==> src/rtl/codebook_fetch_arbiter.sv <==
// codebook_fetch_arbiter
//   Owns the texture-side VRAM read port and shares it between the VQ
//   codebook-cache refill and the texel fetch unit. Refill bursts are built
//   from the latched codebook base plus the cache's current word offset.
//   Returned beats are steered to the requester that owns the burst, with one
//   strobe per beat. Refill has priority, but texel fetch is guaranteed a
//   grant after every refill burst.
//
// Ports
//   clock, reset           sole clock, synchronous active-high reset
//   cb_base/cb_wait/cb_offset  refill request side (base, busy, next word)
//   cb_valid/cb_data       codebook beat strobe and data
//   tex_req/tex_addr/tex_len/tex_ack  texel request, 1-cycle accept pulse
//   tex_valid/tex_data     texel beat strobe and data
//   vram_req/vram_addr/vram_len/vram_ack  VRAM burst request
//   vram_rvalid/vram_rdata VRAM read beats, returned in order
//   state                  debug view of the arbiter FSM
//   stat_cb_bursts/stat_tex_reqs/stat_stall  only with CBARB_STATS_EN
//
// Handshakes: vram_req is raised with a stable vram_addr/vram_len and held
// until the cycle vram_ack is sampled high; that cycle completes the request.
// tex_req is held by the requester until tex_ack pulses for one cycle; tex_addr
// and tex_len are captured on that cycle. vram_rvalid carries no back-pressure.
//
// Optional feature macro: CBARB_STATS_EN adds saturating statistics counters.
module codebook_fetch_arbiter #(
  parameter int ADDR_W    = 24,
  parameter int BURST_LEN = 8,
  parameter int TEX_MAXB  = 4
) (
  input  logic              clock,
  input  logic              reset,
  input  logic [ADDR_W-1:0] cb_base,
  input  logic              cb_wait,
  input  logic [7:0]        cb_offset,
  output logic              cb_valid,
  output logic [63:0]       cb_data,
  input  logic              tex_req,
  input  logic [ADDR_W-1:0] tex_addr,
  input  logic [2:0]        tex_len,
  output logic              tex_ack,
  output logic              tex_valid,
  output logic [63:0]       tex_data,
  output logic              vram_req,
  output logic [ADDR_W-1:0] vram_addr,
  output logic [7:0]        vram_len,
  input  logic              vram_ack,
  input  logic              vram_rvalid,
  input  logic [63:0]       vram_rdata,
  output logic [2:0]        state
`ifdef CBARB_STATS_EN
  ,
  output logic [15:0]       stat_cb_bursts,
  output logic [15:0]       stat_tex_reqs,
  output logic [15:0]       stat_stall
`endif
);

  typedef enum logic [2:0] {
    IDLE    = 3'd0,
    CB_REQ  = 3'd1,
    CB_DATA = 3'd2,
    TX_REQ  = 3'd3,
    TX_DATA = 3'd4
  } state_t;

  localparam logic [8:0] BURST_BEATS = 9'(BURST_LEN);
  localparam logic [7:0] BURST_LEN8  = 8'(BURST_LEN);
  localparam logic [2:0] TEX_MAX3    = 3'(TEX_MAXB);

  state_t            st;
  logic [8:0]        beats;      // beats still owed by the current burst
  logic              last_tx;    // 1: last completed grant was texel fetch
  logic              base_held;  // codebook base latched for this refill
  logic [ADDR_W-1:0] base_q;

  logic [2:0]        tex_len_eff;
  logic [ADDR_W-1:0] cb_base_sel;
  logic [ADDR_W-1:0] cb_next_addr;

  always_comb begin
    tex_len_eff = tex_len;
    if (tex_len == 3'd0 || tex_len > TEX_MAX3) tex_len_eff = 3'd1;
    cb_base_sel  = base_held ? base_q : cb_base;
    cb_next_addr = cb_base_sel + ADDR_W'(cb_offset);
  end

  assign state = st;

  always_ff @(posedge clock) begin
    if (reset) begin
      st        <= IDLE;
      beats     <= '0;
      last_tx   <= 1'b0;
      base_held <= 1'b0;
      base_q    <= '0;
      cb_valid  <= 1'b0;
      cb_data   <= '0;
      tex_ack   <= 1'b0;
      tex_valid <= 1'b0;
      tex_data  <= '0;
      vram_req  <= 1'b0;
      vram_addr <= '0;
      vram_len  <= '0;
    end else begin
      cb_valid  <= 1'b0;
      tex_ack   <= 1'b0;
      tex_valid <= 1'b0;
      // A cleared cache starts a new refill, which samples a fresh base.
      if (!cb_wait) base_held <= 1'b0;

      case (st)
        IDLE: begin
          if (cb_wait && !(tex_req && !last_tx)) begin
            st        <= CB_REQ;
            vram_req  <= 1'b1;
            vram_addr <= cb_next_addr;
            vram_len  <= BURST_LEN8;
            base_q    <= cb_base_sel;
            base_held <= 1'b1;
          end else if (tex_req) begin
            st        <= TX_REQ;
            tex_ack   <= 1'b1;
            vram_req  <= 1'b1;
            vram_addr <= tex_addr;
            vram_len  <= {5'd0, tex_len_eff};
            beats     <= {6'd0, tex_len_eff};
          end
        end

        CB_REQ: begin
          if (vram_ack) begin
            vram_req <= 1'b0;
            st       <= CB_DATA;
            // A beat arriving together with the ack belongs to this burst.
            if (vram_rvalid) begin
              beats    <= BURST_BEATS - 9'd1;
              cb_valid <= cb_wait;
              cb_data  <= vram_rdata;
            end else begin
              beats <= BURST_BEATS;
            end
          end
        end

        CB_DATA: begin
          if (beats != 9'd0) begin
            if (vram_rvalid) begin
              beats    <= beats - 9'd1;
              cb_valid <= cb_wait;  // beats of a cancelled refill are dropped
              cb_data  <= vram_rdata;
            end
          end else if (!cb_valid) begin
            // Decide one cycle after the last strobe so cb_offset already
            // reflects every word of this burst.
            last_tx <= 1'b0;
            if (cb_wait && cb_offset != 8'd0 && !tex_req) begin
              st        <= CB_REQ;
              vram_req  <= 1'b1;
              vram_addr <= cb_next_addr;
              vram_len  <= BURST_LEN8;
            end else begin
              st <= IDLE;
            end
          end
        end

        TX_REQ: begin
          if (vram_ack) begin
            vram_req <= 1'b0;
            st       <= TX_DATA;
            if (vram_rvalid) begin
              beats     <= beats - 9'd1;
              tex_valid <= 1'b1;
              tex_data  <= vram_rdata;
            end
          end
        end

        TX_DATA: begin
          if (beats != 9'd0) begin
            if (vram_rvalid) begin
              beats     <= beats - 9'd1;
              tex_valid <= 1'b1;
              tex_data  <= vram_rdata;
            end
          end else begin
            last_tx <= 1'b1;
            st      <= IDLE;
          end
        end

        default: st <= IDLE;
      endcase
    end
  end

`ifdef CBARB_STATS_EN
  always_ff @(posedge clock) begin
    if (reset) begin
      stat_cb_bursts <= '0;
      stat_tex_reqs  <= '0;
      stat_stall     <= '0;
    end else begin
      if (st == CB_REQ && vram_ack && stat_cb_bursts != 16'hFFFF)
        stat_cb_bursts <= stat_cb_bursts + 16'd1;
      if (st == TX_REQ && vram_ack && stat_tex_reqs != 16'hFFFF)
        stat_tex_reqs <= stat_tex_reqs + 16'd1;
      if (tex_req && !tex_ack && stat_stall != 16'hFFFF)
        stat_stall <= stat_stall + 16'd1;
    end
  end
`endif

endmodule

==> config.mk <==
export PLATFORM = sky130hd
export DESIGN_NAME = codebook_fetch_arbiter
export DESIGN_NICKNAME = d
export VERILOG_FILES = /design/src/rtl/codebook_fetch_arbiter.sv
export SDC_FILE = /design/constraint.sdc
export NUM_CORES = 1
export LEC_CHECK = 0
export BUFFER_PORTS_ARGS = -buffer_cell sky130_fd_sc_hd__buf_4
export CORE_ASPECT_RATIO = 1.25
export CORE_MARGIN = 10
export CORE_UTILIZATION = 30
export CTS_BUF_LIST = sky130_fd_sc_hd__clkbuf_4 sky130_fd_sc_hd__clkbuf_8
export DETAILED_ROUTE_END_ITERATION = 10
export SYNTH_ARGS = -nofsm -noshare
export SYNTH_HDL_FRONTEND = slang
export SYNTH_SLANG_ARGS = --single-unit
==> constraint.sdc <==
create_clock -name clock -period 5.8 [get_ports clock]
set_clock_uncertainty 0.1 [all_clocks]
set_input_delay 0.87 -clock clock [delete_from_list [all_inputs] [get_ports clock]]
set_output_delay 0.87 -clock clock [all_outputs]
set_load 0.01 [all_outputs]
==> parameters.txt, run 1 <==
Parameter                              Value

Clocking
  CTS hold repair buffers ... 0
  Buffers from clock root to sink, at most ... 2
  CTS tree ... yes
  Maximum level of the CTS H-tree ... 4
  Clock edge transition at the registers on the reported setup and hold paths ... 110 ps
  Clk Latency, worst-skew pair ... 480 ps
  Clock sink total ... 198
  CTS-repair resized insts ... 0
  Clock buffer count from CTS ... 17
  Post-CTS Setup Inserts ... 0
  Clock tree root buffer cell ... clkbuf_8

Route
  Detail Route met2 WL ... 15.3 mm
  Avg WL per Cell ... 18.3 µm
  Post-detailed-route DRC marker count ... 0
  Length of routed met3 wiring ... 2.87 mm
  Remaining antenna violation count ... 0
  Drt initial violations ... 531
  Length of routed wiring on met1 ... 12.1 mm
  Total via count in the routed design ... 8505
  Routed via count divided by cell count ... 5.01
  Total Wirelength ... 31.1 mm
  Top sig layer ... met5
  Drt first pass iters ... 5

Critical path
  Largest stage delay on the critical path ... 920 ps
  Crit path arrival time ... 3950 ps
  Worst-path fanout max ... 42
  Number of buffer and inverter instances along the worst setup path ... 0
  Crit Path Category ... flip-flop to flip-flop
  Kind of start point of the critical path ... flip-flop
  Slowest CP cell ... dfxtp_2
  Top cell family by delay on the critical path ... compound AO/OA/AOI/OAI gates
  Crit end category ... flip-flop
  Crit path cell chain ... mux2_2, ha_1, fa_1, a211oi_1, nor3_1, o211ai_1, nor4_1, xnor2_1, a2111oi_0
  Worst Path Required ... 6070 ps

Placement
  Number of instances in the placed design ... 1663
  Pre-CTS setup slack ... 2130 ps
  DP HPWL ... 22.6 mm
  Port buffer count ... 291
  Final GP Congestion ... 0.877

Logic synthesis
  Synthesized-area fraction occupied by xor and xnor cells ... 1.63%
  Average instance area after synthesis ... 7.95 µm²
  Main combinational cell family by area after synthesis ... simple AND/OR/NAND/NOR gates
  Cell type with the highest aggregate area in the netlist ... dfxtp_1
  Area fraction of the dominant cell type after synthesis ... 46.0%
  Fraction of the mapped netlist area in adder cells ... 1.68%
  Leading register cell type out of synthesis ... dfxtp_1
  Synth unique cells ... 70
  Synthesized-area fraction occupied by ao, oa, aoi and oai cells ... 19.4%
  Share of synthesized cell area in and, or, nand and nor gates ... 22.2%
  Synth async-reset ratio ... 0%
  Post-synthesis register bit count ... 198
  Count of flip-flops with a built-in enable after synthesis ... 0
  Fraction of the yosys area taken by sequential cells ... 46.0%
  Share of synthesized area spent on multiplexers ... 4.61%
  Summed instance area of the synthesized netlist ... 8620 µm²
  Number of warning messages in the yosys log ... 0
  Gate count after technology mapping ... 1085
  Leading post-synthesis cells by cell area ... dfxtp_1 (46%), nand2_1 (13%), a21oi_1 (11%)

Timing
  Final-layout setup total negative slack ... 0 ps
  Timing-limited maximum frequency ... 272 MHz
  Worst Max-Slew Pin Slew ... 1120 ps
  Count of pins over their slew limit ... 0
  Headroom to the max-slew limit ... 25.5%
  Unrepaired setup endpoints after global routing ... no
  Setup slack after layout ... 2130 ps
  Tcrit/Tclk final ... 63.3%
  Endpoints failing hold ... 0
  Final min period ... 3670 ps
  Setup-violating endpoint count in the final report ... 0

Global routing
  Largest net degree at the start of global routing ... 101
  Remaining global-route overflow ... 0
  Via count of the first global-routing pass ... 8051
  Global-route wire length before repair ... 46.7 mm
  Number of antenna violations at the first check in global routing ... 2
  Overall track demand over capacity in global routing ... 16.5%

Power
  Standby leakage power ... 4.59 nW
  Power Density ... 327 nW/µm²
  Overall power consumption ... 3.74 mW
  Peak ir drop on the vdd network ... 0.140 mV

Floorplan
  Die ar. ... 36000 µm²
  Die width ... 172 µm
  Number of core rows ... 69
  Total I/O pin count ... 296
  Starting density of the core ... 30.4%
  Vertical die dimension ... 210 µm
  Total core area ... 28400 µm²

Final layout
  Share of final-layout standard cells stronger than drive strength 1 ... 27.1%
  Sequential cell area in the final layout ... 3970 µm²
  Utilization of the core after routing ... 40.2%
  Filler cell count in the final layout ... 2916
  Area of combinational cells with multiple inputs ... 4320 µm²
  Synth-to-layout area growth ... 32.5%
  Final non-filler cell total ... 1696
  Nets ... 1467

Outcome
  Result of the run ... completed

Hold path
  Worst min-delay path category ... flip-flop to flip-flop

Run
  MaxCap Viol Count ... 0
path summary, 6_finish.rpt:
path	start	to	slack [ps]	depth (start not counted)
hold reg to reg	cb_data[30]$_SDFFE_PP0P_	cb_data[30]$_SDFFE_PP0P_	360	2
setup / recovery	base_held$_SDFF_PP0_	vram_addr[20]$_SDFFE_PP0P_	2130	9
hold / removal	cb_data[30]$_SDFFE_PP0P_	cb_data[30]$_SDFFE_PP0P_	360	2
setup reg to reg	base_held$_SDFF_PP0_	vram_addr[20]$_SDFFE_PP0P_	2130	9
metal layers:
metal	GRT usage, %	up-vias
met5	0	-
met3	5.97	33
met2	27.4	290
met4	6.07	2
li1	-	4204
met1	19.1	3976
layout make-up:
type                       count  area share, %
clock buffer                  18           2.17
sequential                   198           34.7
tap                          355           3.89
inverter                      10          0.329
multi-input combinational    800           37.8
timing repair buffer         300           19.7
antenna                        1         0.0219
clock inverter                14           1.36
cells in the final DEF, fill, tap and decap left out, drive strengths merged, types with 10 or more instances in the layout:
master | netlist | layout
nor3 | 13 | 13
o21ai | 31 | 31
nor2 | 53 | 53
mux2i | 27 | 27
a21oi | 181 | 181
ha | 10 | 10
inv | 10 | 17
mux2 | 11 | 11
buf | 28 | 300
nand2 | 304 | 304
nand2b | 14 | 14
clkbuf | 52 | 18
dfxtp | 198 | 198
metrics by stage:
step / instance area [µm²] / hold WS [ps]
final: 11400 / 358
after floorplan: 8630 / 347
after global placement: 11000 / 343
after CTS: 11400 / 362
after global routing: 11400 / 378
after detailed placement: 11000 / 347
kinds of logic (layout without fill, tap and decap cells):
logic type,after synthesis,count (layout)
DFF,198,198
AOI/OAI and AO/OA,287,287
xor gates and xnor gates,16,16
other,1,5
and+or+nand+nor,444,444
buffers and inverters,90,342
muxes,38,38
adders and majority gates,11,11
tightest hold or removal path, delay by kind of cell (launching register included):
kind	cells	cell delay (ps)
and+or+nand+nor	1	50
AOI/OAI and AO/OA	1	50
DFF	1	320
registers in the layout (all words and copies together), names as in the netlist, 3 cells and up:
signal and cells:
cb_data 64, tex_data 64, base_q 24, vram_addr 24, beats 9, vram_len 4, state 3
Yosys cell counts, drive strengths merged, types with 4 or more instances:
cell type / count
clkbuf: 52
o22ai: 5
a21o: 4
o211ai: 9
mux2: 11
a211oi: 9
mux2i: 27
nor4: 6
a2111oi: 4
dfxtp: 198
nand3b: 7
a31oi: 6
inv: 10
nand2: 304
o21ai: 31
xor2: 9
nor3: 13
a21oi: 181
nand2b: 14
nand3: 9
ha: 10
a32oi: 5
nor3b: 4
or4: 7
xnor2: 7
buf: 28
a311oi: 5
or3: 7
nor2: 53
where the power goes:
group	internal [mW]	total, mW	switching, mW
Clock	0.335	0.908	0.572
Sequential	1.52	1.64	0.128
Combinational	0.495	1.19	0.693
Note: power is estimated with default switching activity, not from simulation.
==> run 2, diff against run 1 <==
==> constraint.sdc (replaced) <==
create_clock -name clock -period 3.8 [get_ports clock]
set_clock_uncertainty 0.1 [all_clocks]
set_input_delay 0.57 -clock clock [delete_from_list [all_inputs] [get_ports clock]]
set_output_delay 0.57 -clock clock [all_outputs]
set_load 0.01 [all_outputs]
==> run 2 against run 1 <==
Critical path depth unchanged. Largest cell class unchanged. Worst hold slack worse by 130 ps. Critical endpoint unchanged. Clock power grew 51%. Maximum frequency up 8.1%. Final cell count grew 0.47%. Flip-flop and latch count is the same. Non-clock buffer count up 9. Combinational power grew 57%. Global-route usage rose by 0.38 points. Total power rose by 53%. Register-to-register slack got worse by 1700 ps.
==> parameters.txt, run 2 (same netlist as run 1, synthesis figures left out) <==
Parameter                              Value

Power
  Part of the total power dissipated in the clock network ... 23.9%
  Switching share of total power ... 36.1%
  Peak ir drop on the vdd network ... 0.260 mV
  Sequential share of power ... 43.5%
  P_int ... 3.66 mW
  Standby leakage power ... 4.65 nW
  Combinational group share of total power ... 32.6%
  Power Density ... 497 nW/µm²
  Net switching power figure ... 2.06 mW

Global routing
  Number of antenna violations at the first check in global routing ... 0
  Via count of the first global-routing pass ... 8236
  Remaining global-route overflow ... 0
  Overall track demand over capacity in global routing ... 16.9%
  Global-route wire length before repair ... 47.8 mm
  Largest net degree at the start of global routing ... 96

Floorplan
  Die ar. ... 36000 µm²
  Die width ... 172 µm
  Starting density of the core ... 30.4%
  Total core area ... 28400 µm²
  Number of core rows ... 69
  Vertical die dimension ... 210 µm
  Total I/O pin count ... 296

Placement
  Final GP Congestion ... 0.876
  DP HPWL ... 23.4 mm
  Port buffer count ... 291

Timing
  Smallest hold slack ... 227 ps
  Final min period ... 3400 ps
  Tcrit/Tclk final ... 89.4%
  Count of pins over their slew limit ... 0
  Unrepaired setup endpoints after global routing ... no
  Final-layout setup total negative slack ... 0 ps
  Endpoints failing hold ... 0
  Headroom to the max-slew limit ... 36.6%
  Timing-limited maximum frequency ... 294 MHz
  Setup-violating endpoint count in the final report ... 0
  Worst Max-Slew Pin Slew ... 951 ps

Final layout
  Sequential cell area in the final layout ... 3970 µm²
  Nets ... 1476
  Count of antenna diodes in the layout ... 0
  Synth-to-layout area growth ... 33.5%
  Highest-count cells in the layout ignoring fill and taps ... buf_4 (305), nand2_1 (304), dfxtp_1 (197)
  Area of combinational cells with multiple inputs ... 4310 µm²
  Share of final-layout standard cells stronger than drive strength 1 ... 27.6%
  Largest registers ... cb_data: 64 flops, tex_data: 64 flops
  Commonest non-fill, non-tap cell in the layout ... buf_4
  Filler cell count in the final layout ... 2910

Outcome
  Result of the run ... completed

Route
  Total via count in the routed design ... 8490
  Drt first pass iters ... 5
  Post-detailed-route DRC marker count ... 0
  Drt initial violations ... 496
  Avg WL per Cell ... 18.4 µm
  Routed via count divided by cell count ... 4.98
  Remaining antenna violation count ... 0
  Total Wirelength ... 31.3 mm

Critical path
  Worst Path Required ... 4040 ps
  Kind of start point of the critical path ... flip-flop
  Crit path arrival time ... 3640 ps
  Worst-path fanout max ... 18
  Crit end category ... flip-flop
  Crit Path Category ... flip-flop to flip-flop

Clocking
  CTS hold repair buffers ... 0
  CTS tree ... yes
  Maximum level of the CTS H-tree ... 4
  Clock buffer count from CTS ... 17
  Clock tree root buffer cell ... clkbuf_8
  Post-CTS Setup Inserts ... 0
  Clk Latency, worst-skew pair ... 480 ps
  Clock edge transition at the registers on the reported setup and hold paths ... 120 ps
  Clock sink total ... 198
  Buffers from clock root to sink, at most ... 2
  CTS-repair resized insts ... 0

Run
  MaxCap Viol Count ... 0

Hold path
  Worst min-delay path category ... input pin to flip-flop
run 2: changes by cell type in the layout (fill, tap and decap cells not counted), sizes merged:
| cell | change |
|---|---|
| inv | -1 |
| buf | +9 |
| diode | -1 |
| clkinv | -1 |
| clkbuf | +1 |
| bufinv | +1 |
run 2: power groups by stage:
stage                     registers [mW]  clock network (mW)  logic [mW]
after floorplan                     2.57                   0        1.03
after global placement              2.53                   0        1.86
after detailed placement            2.54                   0        1.88
after CTS                           2.49                1.43        1.88
after global routing                2.53                1.50        2.06
final                               2.49                1.37        1.87
run 2: layout make-up:
cell class                 count  area share (%)
sequential                   198            34.4
tap                          355            3.86
inverter                      10           0.326
clock buffer                  19            2.16
timing repair buffer         309            20.5
multi-input combinational    800            37.5
clock inverter                13            1.22
run 2: stage by stage:
step           utilization, %  std cells  worst slack [ps]  cell area, µm²  power [mW]
2_1_floorplan               -       1088              49.7            8630        3.60
3_3_place_gp             39.2       1672               563           11100        4.39
3_5_place_dp             39.2       1672               429           11100        4.41
4_1_cts                  40.5       1704               407           11500        5.80
5_1_grt                  40.5       1704               105           11500        6.08
6_report                 40.5       1704               404           11500        5.72
run 2: layer usage:
metal	wire length [µm]	vias up	share of wire, %	GRT usage [%]
met5	0	-	0	0
met4	881	0	2.8	6.40
met3	2750	34	8.8	6.12
met2	15300	254	49	27.7
met1	12400	3982	40	19.7
li1	-	4220	-	-
run 2: critical path: stages (launching register included):
cell and delay (ps):
dfxtp_2 620, mux2_2 410, ha_1 210, fa_1 430, a211oi_1 340, nor3_1 180, o211ai_1 280, nor4_1 100
xnor2_1 160, a2111oi_0 440
run 2: final timing paths:
kind | start | endpoint | slack (ps) | depth (start not counted)
worst max-delay path | base_held$_SDFF_PP0_ | vram_addr[20]$_SDFFE_PP0P_ | 400 | 9
worst min-delay path | vram_rdata[51] | tex_data[51]$_SDFFE_PP0P_ | 230 | 3
worst max register to register | base_held$_SDFF_PP0_ | vram_addr[20]$_SDFFE_PP0P_ | 400 | 9
worst min register to register | tex_data[25]$_SDFFE_PP0P_ | tex_data[25]$_SDFFE_PP0P_ | 360 | 2
==> run 3, diff against run 2 <==
==> constraint.sdc (replaced) <==
create_clock -name clock -period 4.1 [get_ports clock]
set_clock_uncertainty 0.1 [all_clocks]
set_input_delay 0.615 -clock clock [delete_from_list [all_inputs] [get_ports clock]]
set_output_delay 0.615 -clock clock [all_outputs]
set_load 0.01 [all_outputs]
==> run 3 against run 2 <==
Register-to-register slack gained 340 ps. Largest cell class unchanged. Non-clock buffer count shrank 4. Highest routed layer is now met5. Combinational power fell by 9%. Flip-flop and latch count stayed put. Cell area is 0.33% lower. Clock power fell by 4%. Count of clock-buffer cells in the layout shrank 1. Global-route usage about the same. Sequential power down 6%. Die area unchanged. Total power is 6.7% lower.
==> parameters.txt, run 3 (same netlist as run 1, synthesis figures left out) <==
Parameter                              Value

Floorplan
  Total I/O pin count ... 296
  Vertical die dimension ... 210 µm
  Total core area ... 28400 µm²
  Number of core rows ... 69
  Die ar. ... 36000 µm²
  Die width ... 172 µm
  Starting density of the core ... 30.4%

Clocking
  Buffers from clock root to sink, at most ... 2
  Maximum level of the CTS H-tree ... 4
  Clock edge transition at the registers on the reported setup and hold paths ... 120 ps
  Post-CTS Setup Inserts ... 0
  Clock buffer count from CTS ... 17
  CTS tree ... yes
  Clock sink total ... 198
  CTS-repair resized insts ... 0
  Clk Latency, worst-skew pair ... 480 ps
  Clock tree root buffer cell ... clkbuf_8
  CTS hold repair buffers ... 0

Hold path
  Worst min-delay path category ... input pin to flip-flop

Timing
  Worst Max-Slew Pin Slew ... 1070 ps
  Timing-limited maximum frequency ... 298 MHz
  Setup-violating endpoint count in the final report ... 0
  Count of pins over their slew limit ... 0
  Tcrit/Tclk final ... 81.7%
  Final min period ... 3350 ps
  Smallest hold slack ... 269 ps
  Final-layout setup total negative slack ... 0 ps
  Endpoints failing hold ... 0
  Unrepaired setup endpoints after global routing ... no
  Headroom to the max-slew limit ... 28.2%

Critical path
  Crit Path Category ... flip-flop to flip-flop
  Crit end category ... flip-flop
  Crit path cell chain ... mux2_2, ha_1, fa_1, a211oi_1, nor3_1, o211ai_1, nor4_1, xnor2_1, a2111oi_0
  Slowest CP cell ... dfxtp_2
  Worst-path fanout max ... 18
  Number of buffer and inverter instances along the worst setup path ... 0
  Largest stage delay on the critical path ... 630 ps
  Top cell family by delay on the critical path ... compound AO/OA/AOI/OAI gates
  Crit path arrival time ... 3620 ps
  Kind of start point of the critical path ... flip-flop
  Worst Path Required ... 4370 ps

Final layout
  Sequential cell area in the final layout ... 3970 µm²
  Utilization of the core after routing ... 40.4%
  Area of combinational cells with multiple inputs ... 4310 µm²
  Highest-count cells in the layout ignoring fill and taps ... nand2_1 (304), buf_4 (303), dfxtp_1 (197)
  Synth-to-layout area growth ... 33.0%
  Filler cell count in the final layout ... 2944
  Commonest non-fill, non-tap cell in the layout ... nand2_1
  Count of antenna diodes in the layout ... 0
  Largest registers ... cb_data: 64 flops, tex_data: 64 flops
  Share of final-layout standard cells stronger than drive strength 1 ... 27.4%
  Nets ... 1472

Global routing
  Largest net degree at the start of global routing ... 98
  Remaining global-route overflow ... 0
  Via count of the first global-routing pass ... 8261
  Number of antenna violations at the first check in global routing ... 2
  Global-route wire length before repair ... 47.9 mm
  Overall track demand over capacity in global routing ... 17.0%

Route
  Remaining antenna violation count ... 0
  Length of routed met3 wiring ... 2.71 mm
  Post-detailed-route DRC marker count ... 0
  Drt first pass iters ... 5
  Routed via count divided by cell count ... 4.99
  Detail Route met2 WL ... 15.7 mm
  Total via count in the routed design ... 8489
  Total Wirelength ... 31.4 mm
  Drt initial violations ... 615
  Avg WL per Cell ... 18.5 µm
  Top sig layer ... met5
  Length of routed wiring on met1 ... 12.5 mm

Run
  MaxCap Viol Count ... 0

Power
  Peak ir drop on the vdd network ... 0.252 mV
  Standby leakage power ... 4.63 nW
  Power Density ... 466 nW/µm²

Outcome
  Result of the run ... completed

Placement
  DP HPWL ... 23.1 mm
  Port buffer count ... 291
  Final GP Congestion ... 0.891
run 3: changes by cell type in the layout (fill, tap and decap cells not counted):
cell / previous run / this run
clkinv_8: 0 / 3
buf_12: 3 / 1
clkinvlp_4: 2 / 1
inv_8: 6 / 3
inv_6: 0 / 2
buf_4: 305 / 303
clkbuf_4: 2 / 1
run 3: metrics by stage:
stage | cells | setup WS (ps) | cell area (µm²) | power [mW]
finish | 1700 | 748 | 11500 | 5.34
CTS | 1700 | 774 | 11500 | 5.38
global route | 1700 | 489 | 11500 | 5.65
global placement | 1668 | 809 | 11100 | 4.05
detailed placement | 1668 | 778 | 11100 | 4.07
floorplan | 1088 | 350 | 8630 | 3.34
run 3: layout make-up:
type / count / area share [%]
multi-input cells: 800 / 37.6
clock buffers: 18 / 2.10
inverters: 10 / 0.327
well taps: 355 / 3.87
repair buffers: 305 / 20.1
flip-flops and latches: 198 / 34.6
clock inverters: 14 / 1.44
run 3: final timing paths:
path	startpoint	to	slack [ps]	depth (start not counted)
setup / recovery	base_held$_SDFF_PP0_	vram_addr[20]$_SDFFE_PP0P_	750	9
hold reg to reg	tex_data[36]$_SDFFE_PP0P_	tex_data[36]$_SDFFE_PP0P_	360	2
setup reg to reg	base_held$_SDFF_PP0_	vram_addr[20]$_SDFFE_PP0P_	750	9
hold / removal	vram_rdata[19]	tex_data[19]$_SDFFE_PP0P_	270	3
run 3: power by group:
| part | switching (mW) | total, mW | internal, mW |
|---|---|---|---|
| clock network | 0.795 | 1.31 | 0.518 |
| registers | 0.181 | 2.33 | 2.15 |
| logic | 0.987 | 1.70 | 0.715 |
| total | 1.96 | 5.34 | 3.38 |
run 3: metal layers:
layer / track usage (%) / vias to the layer above
met1: 19.8 / 3986
met2: 28.2 / 250
met4: 5.23 / 4
li1: - / 4217
met5: 0 / -
met3: 6.20 / 32
run 3: worst reg2reg max path, stage by stage (launching register included):
cell       delay (ps)
dfxtp_2           630
mux2_2            430
ha_1              220
fa_1              430
a211oi_1          340
nor3_1            180
o211ai_1          290
nor4_1            100
xnor2_1           160
a2111oi_0         350
